`src/rtl/sipo_pkg.sv`:
```
// Shared definitions for the serial-in / parallel-out deserialiser.
//   collect_state_t : collect-side FSM (IDLE = no bits held, COLLECT = partial word)
//   hold_state_t    : holding-register FSM (EMPTY = out_valid low, HOLD = word waiting)
//   SIPO_DEFAULT_WIDTH : default word width
package sipo_pkg;

   localparam int SIPO_DEFAULT_WIDTH = 4;

   typedef enum logic {
      IDLE    = 1'b0,
      COLLECT = 1'b1
   } collect_state_t;

   typedef enum logic {
      EMPTY = 1'b0,
      HOLD  = 1'b1
   } hold_state_t;

endpackage

```
`src/rtl/sipo_deser.sv`:
```
// Serial-in / parallel-out deserialiser with a one-word holding register.
// Bits arrive LSB first on serial_in, qualified by shift. When WIDTH bits are
// collected the word is offered to the holding register; if that register is
// still occupied and not being consumed, the word is dropped and the sticky
// overrun flag is raised.
// Ports:
//   clk          : clock, all state on rising edge
//   reset        : synchronous active-high reset
//   shift        : serial-bit strobe
//   serial_in    : serial data, LSB first
//   clear        : abort partial word and clear overrun
//   parallel_out : assembled word (stable while out_valid=1)
//   out_valid    : holding register contains an unconsumed word
//   out_ready    : consumer accepts the word when out_valid=1
//   overrun      : sticky, a completed word was dropped
//   bit_count    : number of bits in the current partial word
module sipo_deser
   import sipo_pkg::*;
#(
   parameter int WIDTH = SIPO_DEFAULT_WIDTH
) (
   input  logic                         clk,
   input  logic                         reset,
   input  logic                         shift,
   input  logic                         serial_in,
   input  logic                         clear,
   output logic [WIDTH-1:0]             parallel_out,
   output logic                         out_valid,
   input  logic                         out_ready,
   output logic                         overrun,
   output logic [$clog2(WIDTH+1)-1:0]   bit_count
);

   localparam int CW = $clog2(WIDTH + 1);
   localparam logic [CW-1:0] LAST = CW'(WIDTH - 1);

   collect_state_t cstate, cstate_nxt;
   hold_state_t    hstate, hstate_nxt;

   logic [WIDTH-1:0] sr;
   logic [WIDTH-1:0] word;
   logic [WIDTH-1:0] data;
   logic [CW-1:0]    cnt;
   logic             ovr;
   logic             last;
   logic             complete;
   logic             accept;
   logic             load;
   logic             drop;

   // Next-state and handshake decode.
   always_comb begin
      word       = {serial_in, sr[WIDTH-1:1]};
      last       = (cnt == LAST);
      // clear suppresses the sampled bit, so it can never complete a word
      complete   = shift && !clear && (cstate == COLLECT) && last;
      accept     = (hstate == HOLD) && out_ready;
      load       = complete && ((hstate == EMPTY) || out_ready);
      drop       = complete && (hstate == HOLD) && !out_ready;

      cstate_nxt = cstate;
      if (clear) begin
         cstate_nxt = IDLE;
      end else if (shift) begin
         case (cstate)
            IDLE:    cstate_nxt = COLLECT;
            COLLECT: if (last) cstate_nxt = IDLE;
            default: cstate_nxt = IDLE;
         endcase
      end

      hstate_nxt = hstate;
      if (load) begin
         hstate_nxt = HOLD;
      end else if (accept) begin
         hstate_nxt = EMPTY;
      end
   end

   // State registers.
   always_ff @(posedge clk) begin
      if (reset) begin
         cstate <= IDLE;
         hstate <= EMPTY;
      end else begin
         cstate <= cstate_nxt;
         hstate <= hstate_nxt;
      end
   end

   // Datapath: shift register, bit counter, holding register, overrun flag.
   always_ff @(posedge clk) begin
      if (reset) begin
         sr   <= '0;
         cnt  <= '0;
         data <= '0;
         ovr  <= 1'b0;
      end else begin
         if (clear) begin
            sr  <= '0;
            cnt <= '0;
         end else if (shift) begin
            sr  <= word;
            cnt <= complete ? '0 : cnt + CW'(1);
         end

         if (load) begin
            data <= word;
         end

         if (clear) begin
            ovr <= 1'b0;
         end else if (drop) begin
            ovr <= 1'b1;
         end
      end
   end

   assign parallel_out = data;
   assign out_valid    = (hstate == HOLD);
   assign overrun      = ovr;
   assign bit_count    = cnt;

endmodule

```
`config.mk`:
```
export PLATFORM = sky130hd
export DESIGN_NAME = sipo_deser
export DESIGN_NICKNAME = d
export VERILOG_FILES = /design/src/rtl/sipo_pkg.sv /design/src/rtl/sipo_deser.sv
export SDC_FILE = /design/constraint.sdc
export NUM_CORES = 1
export LEC_CHECK = 0
export CAP_MARGIN = 10
export CELL_PAD_IN_SITES_DETAIL_PLACEMENT = 0
export CELL_PAD_IN_SITES_GLOBAL_PLACEMENT = 1
export CORE_UTILIZATION = 30
export CTS_BUF_LIST = sky130_fd_sc_hd__clkbuf_4
export CTS_CLUSTER_DIAMETER = 60
export DETAILED_ROUTE_END_ITERATION = 8
export PLACE_DENSITY = 0.74
export RECOVER_POWER = 50
export REMOVE_ABC_BUFFERS = 1
export SYNTH_ARGS = -nofsm -noshare
export SYNTH_HDL_FRONTEND = slang
export SYNTH_SLANG_ARGS = --single-unit
```
`constraint.sdc`:
```
create_clock -name clk -period 2.8 [get_ports clk]
set_clock_uncertainty 0.05 [all_clocks]
set_input_delay 0.56 -clock clk [delete_from_list [all_inputs] [get_ports clk]]
set_output_delay 0.56 -clock clk [all_outputs]
set_load 0.01 [all_outputs]
```
---- After elaboration in Yosys (flattened, before gate mapping) ----
Cells that the tools add are included.
Widths: inputs -> output; s select.
word-level totals
  word-level logic and storage cells ...... 27
  register bits after elaboration ......... 14
  input bits .............................. 6
cells by class
  bitwise logic cells ..................... 2
  equal/unequal tests ..................... 1
  reduce and logical (&&, ||, !) cells .... 12
  muxes and demuxes ....................... 5
  add/sub/neg operators ................... 1
operator list
  kind                 number
  $logic_and 1x1->1    7
  $add 3x1->3 const B  1
  $eq 3x2->1 const B   1
  $mux 1               3
  $mux 3               1
  $logic_not 1->1      2
  $not 1->1            2
  $pmux 1 s2           1
  $reduce_bool 2->1    1
  $reduce_or 2->1      1
  $logic_or 1x1->1     1

---- Depth between registers and ports, before layout ----
Gate-level depths: netlist of the first run.
  depth after elaboration ................. 6
  depth in mapped cells ................... 4
  mapped depth without buffers ............ 4

---- Worst setup path after synthesis of the first run ----
Ideal clock, no wire load.
  kind .................................... input port to flip-flop
  start ................................... input shift
  end ..................................... register ovr (netlist: overrun)
  path slack .............................. 1.378 ns
  path buffers ............................ 1
  data required time ...................... 2.683 ns
  stages on the path ...................... 4
  arrival time ............................ 1.305 ns
  setup time .............................. 0.067 ns
  cell sequence ........................... buf_6 -> nand4b_4 -> or3_1 -> a21oi_2
between the ends
  longest elaborated chain between the ends .. 5
RTL lines
  item                            RTL line           RTL
  start: declaration              sipo_deser.sv:24   input logic shift,
  $logic_and 1x1->1 (3 in a row)  sipo_deser.sv:56   complete = shift && !clear && (cstate == COLLECT) && last;
  $logic_and 1x1->1 (2 in a row)  sipo_deser.sv:59   drop = complete && (hstate == HOLD) && !out_ready;
  end signal: assignment          sipo_deser.sv:97   ovr <= 1'b0;
  end signal: assignment          sipo_deser.sv:112  ovr <= 1'b0;
  end signal: assignment          sipo_deser.sv:114  ovr <= 1'b1;
  end: declaration                sipo_deser.sv:44   logic ovr;
Every way passes these cells.
A chain may end at the register's enable or synchronous reset.

---- Worst setup path after layout of the first run ----
  start ................................... input shift
  end ..................................... register data[3] (netlist: parallel_out[3])
between the ends
  longest elaborated chain between the ends .. 4
RTL lines
  item                            RTL line           RTL
  $logic_and 1x1->1 (3 in a row)  sipo_deser.sv:56
  $logic_and 1x1->1               sipo_deser.sv:58   load = complete && ((hstate == EMPTY) || out_ready);
  end signal: assignment          sipo_deser.sv:108  data <= word;
  end: declaration                sipo_deser.sv:42   logic [WIDTH-1:0] data;
Every way passes these cells.

==> results of run 1 <==
[report_power, final]
part | total, mW | leakage, nW | switching (mW) | internal [mW]
registers | 0.189 | 0.105 | 0.00189 | 0.187
logic | 0.0238 | 0.151 | 0.0102 | 0.0137
clock network | 0.124 | 0.0184 | 0.0589 | 0.0648
[layout make-up]
cell class                      instances  area share [%]
Clock buffer                            4           4.047
Sequential cell                        13           35.08
Inverter                                1          0.5059
Timing Repair Buffer                   14           18.89
Tap cell                               25           4.216
Multi-Input combinational cell         39           37.27
[cells in the final DEF, fill, tap and decap left out, drive strengths merged]
master	netlist	layout
clkbuf	1	4
nand4b	1	1
or2	1	1
a21oi	2	2
ha	1	1
clkdlybuf4s50	0	10
nand2b	10	10
dlygate4sd3	0	4
mux2i	9	9
o21a	1	1
nor2b	1	1
nor3b	1	1
inv	1	1
o21ai	2	2
or3	1	1
dfxtp	13	13
nand2	1	1
nor2	8	8
[flip-flops by register name, indices dropped and copies added (netlist names)]
name	flops
out_valid	1
overrun	1
sr	3
bit_count	3
cstate	1
parallel_out	4
[worst max-delay path by stage]
stage                       to
3_5_place_dp   parallel_out[3]
4_1_cts        parallel_out[3]
2_1_floorplan          overrun
5_1_grt        parallel_out[3]
6_report       parallel_out[3]
3_3_place_gp   parallel_out[3]
[per-stage QoR]
step / utilization, % / power [mW]
floorplan: - / 0.2031
global placement: 41.65 / 0.2183
detailed placement: 41.65 / 0.2182
CTS: 43.37 / 0.3438
global route: 42.51 / 0.3539
finish: 42.51 / 0.3363
[worst reg2reg max path, cell delays in order (launching register included)]
cell and delay [ns]:
dfxtp_1 0.38, ha_1 0.20, nand4b_1 0.26, nor3b_4 0.38
mux2i_1 0.22
[cells by family (layout without fill, tap and decap cells)]
group                    after synthesis  in the layout  share of synthesized area [%]
multiplexers                           9              9                          15.79
AND/OR/NAND/NOR                       24             24                          27.63
buffers and inverters                  3             19                          3.288
adder cells (fa/ha/maj)                1              1                          2.193
AO/OA/AOI/OAI                          5              5                          5.482
flip-flops                            13             13                          45.61
[per-layer routing]
layer / share of wire (%) / vias up / GRT usage (%) / wire length (um)
met4: 1.2 / 0 / 9.091 / 12
met1: 50 / 198 / 14.29 / 483
met2: 44 / 8 / 13.14 / 424
li1: - / 217 / - / -
met5: 0 / - / 0 / 0
met3: 4.3 / 2 / 3.571 / 41
==> impl_metrics.tcl, run 1 <==
set metrics [dict create \
    status "complete, no violations" \
    r2r_slack_ns 1.23 \
    p_leak_nw 0.2741 \
    yosys-top-cells-count "13 x dfxtp_1, 10 x nand2b_1, 9 x mux2i_1, 8 x nor2_1, 2 x o21ai_0" \
    max-cap-violations 0 \
    period_share_pct 74.77 \
    grt_start_max_net_pins 11 \
    hp-start "overrun" \
    dpl_cell_area_um2 726.9 \
    hold_viol_final 0 \
    crit_type "input pin to register" \
    synth_top_area_cell "dfxtp_1" \
    hold_class "register to register" \
    dieWidth_um 45.61 \
    dieArea_mm2 0.002080 \
    port_buffers 14 \
    gp_congestion 0.6272 \
    max_freq_mhz 477.6 \
    multi_input_area_um2 276.5 \
    viasPerCell 4.427 \
    wl_per_cell_um 10.01 \
    grt.total_usage_pct 10.62 \
    rr_startpoint "bit_count[0]" \
    cts_num_sinks 13 \
    hold_end "overrun" \
    area_growth_pct 30.04 \
    final_cells 96 \
    fin_hold_ws_ns 0.4065 \
    ant_nets 0 \
    coreArea_mm2 0.001745 \
    cp_slowest_cell "dlygate4sd3_1" \
    clockBufferDepth 2 \
    gr-total-overflow 0 \
    cts_tree "built" \
    synth_cells 55 \
    synth-seq-cells 13 \
    ir_drop_mv 0.1805 \
    htree_levels 1 \
    relSlewSlack_pct 74.66 \
    yosysSeqAreaShare_pct 45.61 \
    drive_above_1_share_pct 9.859 \
    final_nets 79 \
    crit_path_start_kind "input pin" \
    yosysWarningCount 0 \
    cp_max_fo 9 \
    dr.pass1.iters 3 \
    tns_ns 0 \
    finalCriticalPeriod_ns 2.094 \
    synth_top_area_share_pct 45.61 \
    slew_viol_final 0 \
    design_area_um2 742.0 \
    seqCellArea_um2 260.3 \
    hold_path_depth 2 \
    pin_count 15 \
    async_flop_share_pct 0 \
    hpwlAfterDp_um 699 \
    clkLatencyLatePin_ns 0.27 \
    totalWireLength_um 961 \
    grt_pass1_vias 340 \
    initial_core_util_pct 32.69 \
    grt_pass1_wl_um 1497 \
    fin_ws_ns 0.7064 \
    dr_total_vias 425 \
    netlist_top_cells_area "dfxtp_1 46%, mux2i_1 16%, nand2b_1 11%" \
    finalSetupViolCount 0 \
    worstSetupStartpoint "shift" \
    crit_family "buffers and inverters" \
    dieHeight_um 45.61 \
    fill_cells 184 \
    drcViolationCount 0 \
    cts_buffers 3 \
    diodes 0 \
    crit_path_end_kind "register" \
    rows 15 \
    antenna_found_initial 0 \
    cp.arrival_ns 2.24 \
    synth_edf_count 0 \
    drt_iter0_markers 5 \
    ctsHoldBuffers 0 \
    crit_required_ns 2.95 \
    path_buf_inv 1 \
    worstPathCellList "dlygate4sd3_1, nand4b_1, nor3b_4, mux2i_1" \
    worst_slew_pin_slew_ns 0.3789 \
    r2r_end "parallel_out[3]" \
    synthFlopType "dfxtp_1" \
    synth_area_per_cell_um2 10.37 \
    p_per_area_mw_per_mm2 453.2 \
    cts_setup_buffers 0 \
    dpl.cell_count 92 \
    ctsResizeCount 0 \
    clkTransAtPathRegs_ns 0.08 \
    post-synth-top-count-cell "dfxtp_1" \
    synth_cell_types 18 \
    syn-cell-area_um2 570.5 \
    slowest_delay_ns 0.76 \
    cts_root_buf "clkbuf_4" \
    worst_r2r_path_depth 4 \
    path_depth 4 \
    place_ws_ns 0.6120 \
    rsz0062_at_grt "false" \
]
Note: power is estimated with default switching activity, not from simulation.
==> run 2: changes to the inputs <==
==> constraint.sdc (replaced) <==
create_clock -name clk -period 2.1 [get_ports clk]
set_clock_uncertainty 0.05 [all_clocks]
set_input_delay 0.42 -clock clk [delete_from_list [all_inputs] [get_ports clk]]
set_output_delay 0.42 -clock clk [all_outputs]
set_load 0.01 [all_outputs]
==> run 2 against run 1 <==
Sequential power up 33%. Count of clock-buffer cells in the layout unchanged. Die area unchanged. Register-to-register slack worse by 0.70 ns. Final cell count up 2.1%. Sequential cell count unchanged. First-iteration DRC count down 60%. Worst setup slack worse by 0.31 ns. Critical path type unchanged.
==> impl_metrics.tcl, run 2 (same netlist as run 1, synthesis figures left out) <==
set metrics [dict create \
    status "complete, no violations" \
    cp_max_fo 5 \
    drive_above_1_share_pct 10.96 \
    ctsResizeCount 0 \
    drcViolationCount 0 \
    gp_congestion 0.6385 \
    fill_cells 182 \
    hold_class "register to register" \
    dpl.cell_count 94 \
    clkTransAtPathRegs_ns 0.08 \
    finalCriticalPeriod_ns 1.700 \
    tns_ns 0 \
    clkLatencyLatePin_ns 0.27 \
    wl_per_cell_um 10.31 \
    final_cells 98 \
    rows 15 \
    ir_drop_mv 0.2653 \
    crit_path_end_kind "register" \
    coreArea_mm2 0.001745 \
    grt_pass1_wl_um 1593 \
    multi_input_area_um2 270.3 \
    rsz0062_at_grt "false" \
    clockBufferDepth 2 \
    crit_path_start_kind "input pin" \
    design_area_um2 747.0 \
    pin_count 15 \
    viasPerCell 4.367 \
    p_leak_nw 0.2692 \
    grt.total_usage_pct 11.52 \
    crit_required_ns 2.25 \
    dieHeight_um 45.61 \
    dieWidth_um 45.61 \
    cts_num_sinks 13 \
    totalWireLength_um 1010 \
    crit_type "input pin to register" \
    antenna_found_initial 0 \
    final_nets 81 \
    layout_common_cells "13 x dfxtp_1, 13 x clkdlybuf4s50_1, 10 x nand2b_1" \
    cts_buffers 3 \
    finalPower_mw 0.4492 \
    initial_core_util_pct 32.69 \
    gr-total-overflow 0 \
    max_freq_mhz 588.4 \
    ant_nets 0 \
    cts_setup_buffers 0 \
    hold_viol_final 0 \
    dr_total_vias 428 \
    period_share_pct 80.93 \
    finalSetupViolCount 0 \
    dr.pass1.iters 2 \
    max-cap-violations 0 \
    dieArea_mm2 0.002080 \
    slew_viol_final 0 \
    dpl_cell_area_um2 742.0 \
    diodes 0 \
    p_per_area_mw_per_mm2 601.3 \
    largest_reg_flops 4 \
    cts_root_buf "clkbuf_4" \
    seqCellArea_um2 260.3 \
    cp.arrival_ns 1.85 \
    grt_pass1_vias 371 \
    relSlewSlack_pct 71.87 \
    hpwlAfterDp_um 753.4 \
    grt_start_max_net_pins 10 \
    cts_tree "built" \
    area_growth_pct 30.92 \
    worst_slew_pin_slew_ns 0.4202 \
    htree_levels 1 \
    drt_iter0_markers 2 \
    ctsHoldBuffers 0 \
    port_buffers 14 \
]
==> run 2: cell types whose count changed in the layout (fill, tap and decap cells not counted), sizes merged <==
cell           before  now
dlygate4sd3         4    1
clkbuf              4    5
clkdlybuf4s50      10   13
buf                 0    1
==> run 2: per-layer routing <==
layer	GRT usage [%]	routed length, um
met5	0	0
met4	9.091	10
met3	4.762	39
met2	16.86	459
met1	13.08	500
==> run 2: power breakdown <==
part	switching, mW	internal, mW
Sequential	0.00245	0.249
Clock	0.0772	0.0864
Combinational	0.0142	0.0198
==> run 2: worst max-delay path, cell delays in order <==
cell           delay, ns
dlygate4sd3_1       0.55
nand4b_1            0.22
nor3b_2             0.44
mux2i_1             0.23
==> run 2: through the flow <==
| step | hold slack (ns) | utilization, % | setup slack, ns |
|---|---|---|---|
| after floorplan | 0.4006 | - | 0.7306 |
| after global placement | 0.3962 | 42.51 | 0.3194 |
| after detailed placement | 0.3988 | 42.51 | 0.3075 |
| after CTS | 0.4118 | 44.23 | 0.4009 |
| after global routing | 0.4475 | 42.80 | 0.3147 |
| final | 0.4078 | 42.80 | 0.4004 |
==> run 2: worst paths after layout <==
| path | end | slack, ns | depth (start not counted) | startpoint |
|---|---|---|---|---|
| max | parallel_out[3] | 0.40 | 4 | shift |
| min | overrun | 0.41 | 2 | overrun |
| max reg2reg | parallel_out[3] | 0.53 | 4 | bit_count[0] |
| min reg2reg | overrun | 0.41 | 2 | overrun |
==> run 2: area by class of cell <==
class,instances,share of cell area (%)
clock buffers,4,4.020
inverters,1,0.5025
multi-input cells,39,36.18
flip-flops and latches,13,34.84
well taps,25,4.188
repair buffers,16,20.27
==> edit, RTL diff (flow settings as in run 1) <==
Register the output `overrun` once more, cleared by the reset; this adds one clock of latency there. The other outputs are not delayed to match.
--- a/src/rtl/sipo_deser.sv
+++ b/src/rtl/sipo_deser.sv
@@ -118,7 +118,13 @@
 
    assign parallel_out = data;
    assign out_valid    = (hstate == HOLD);
-   assign overrun      = ovr;
+   always_ff @(posedge clk) begin
+      if (reset) begin
+         overrun <= '0;
+      end else begin
+         overrun <= ovr;
+      end
+   end
    assign bit_count    = cnt;
 
 endmodule
Behaviour: not the same (Yosys sat finds a counterexample within 10 cycles, from zero or initial values and one cycle with reset high).
==> edit against run 1 <==
  * Area after synthesis rose by 5.3%
  * Final area rose by 5.1%
  * Via count fell by 3.3%
  * Sequential power rose by 7%
  * Routed wire length rose by 4.5%
  * Total power rose by 2.0%
  * Die area rose by 5.0%
  * Worst setup slack improved by 140 ps
  * First-iteration DRC count fell by 80%
  * Sequential cell count rose by 1
  * Register-to-register slack improved by 140 ps
  * Largest cell class unchanged
==> edit: results (changes against run 1) <==
Worst-Margin Slew=508 ps (+129 ps); Lkg Pwr=0.000298 µW (+8.9%); top post-synthesis cells by area=dfxtp_1, mux2i_1, nand2b_1; adder-cell share of the synthesized area=2.08% (-0.11 points); NumNets Final=81 (+2.5%); vias in the first global route=356 (+4.7%); largest net degree at the start of global routing=12 (+1); CP max-delay cell=dlygate4sd3_1; TritonRoute pass-1 iters=2 (-1); layout cells sized above 1=8.22% (-1.6 points); Routed WL=1000 µm (+4.5%); post-synthesis mux area share=15.0% (-0.79 points); ys async rst share=0% (unchanged); Iteration-0 DRC Markers=1 (-4); max incr delay on CP=810 ps (+50 ps); worst vdd ir=0.239 mV (+33%); Data arrival, critical path=2110 ps (-130 ps); vias=411 (-3.3%); complex-gate fraction of the synthesized area=5.21% (-0.27 points); Int Power=266 µW (+0.21%); fill count=196 (+6.5%); status=finished clean; top post-synthesis cells by count=dfxtp_1, nand2b_1, mux2i_1; Total Routing Usage GR=10.5% (-0.14 points); register area share after synthesis=46.7% (+1.1 points); Place WS=616 ps (+4.46 ps); first-pass GRT wire length=1610 µm (+7.8%); GP Congestion=0.654 (+4.3%)
edit: area by class of cell:
class / instances / area (µm²) / area share [%]
clock inverter: 1 / 3.75 / 0.482
multi-input combinational: 40 / 298 / 38.2
inverter: 1 / 3.75 / 0.482
timing repair buffer: 14 / 140 / 18.0
sequential: 14 / 280 / 36.0
tap: 25 / 31.3 / 4.01
clock buffer: 3 / 22.5 / 2.89
edit: power by group through the flow:
stage / registers (µW) / logic, µW / clock network (µW)
2_1_floorplan: 208 / 9.65 / 0
3_3_place_gp: 208 / 25.3 / 0
3_5_place_dp: 208 / 25.6 / 0
4_1_cts: 203 / 25.8 / 122
5_1_grt: 204 / 27.1 / 128
6_report: 203 / 24.6 / 115
edit: worst max-delay path: cells and delay by family:
family                 cells  cell delay (ps)
buffers and inverters      1              810
muxes                      1              220
and+or+nand+nor            2              510
edit: worst paths after layout:
check | start | cells past startpoint | endpoint | slack (ps)
max | shift | 4 | parallel_out[0]$_SDFFE_PP0P_ | 850
min reg2reg | ovr$_SDFFE_PP0P_ | 2 | ovr$_SDFFE_PP0P_ | 400
max reg2reg | bit_count[0]$_SDFFE_PP0P_ | 4 | parallel_out[0]$_SDFFE_PP0P_ | 1370
min | ovr$_SDFFE_PP0P_ | 2 | ovr$_SDFFE_PP0P_ | 400
edit: stage by stage:
stage / cells / area, µm² / utilization (%)
2_1_floorplan: 55 / 582 / -
3_3_place_gp: 94 / 753 / 41.8
3_5_place_dp: 94 / 753 / 41.8
4_1_cts: 98 / 779 / 43.3
5_1_grt: 98 / 779 / 43.3
6_report: 98 / 779 / 43.3
edit: layer usage:
| layer | GRT usage, % | wire, µm |
|---|---|---|
| met1 | 14.6 | 564 |
| met2 | 14.7 | 377 |
| met3 | 5.38 | 63 |
| met4 | 1.71 | 0 |
| met5 | 0 | 0 |
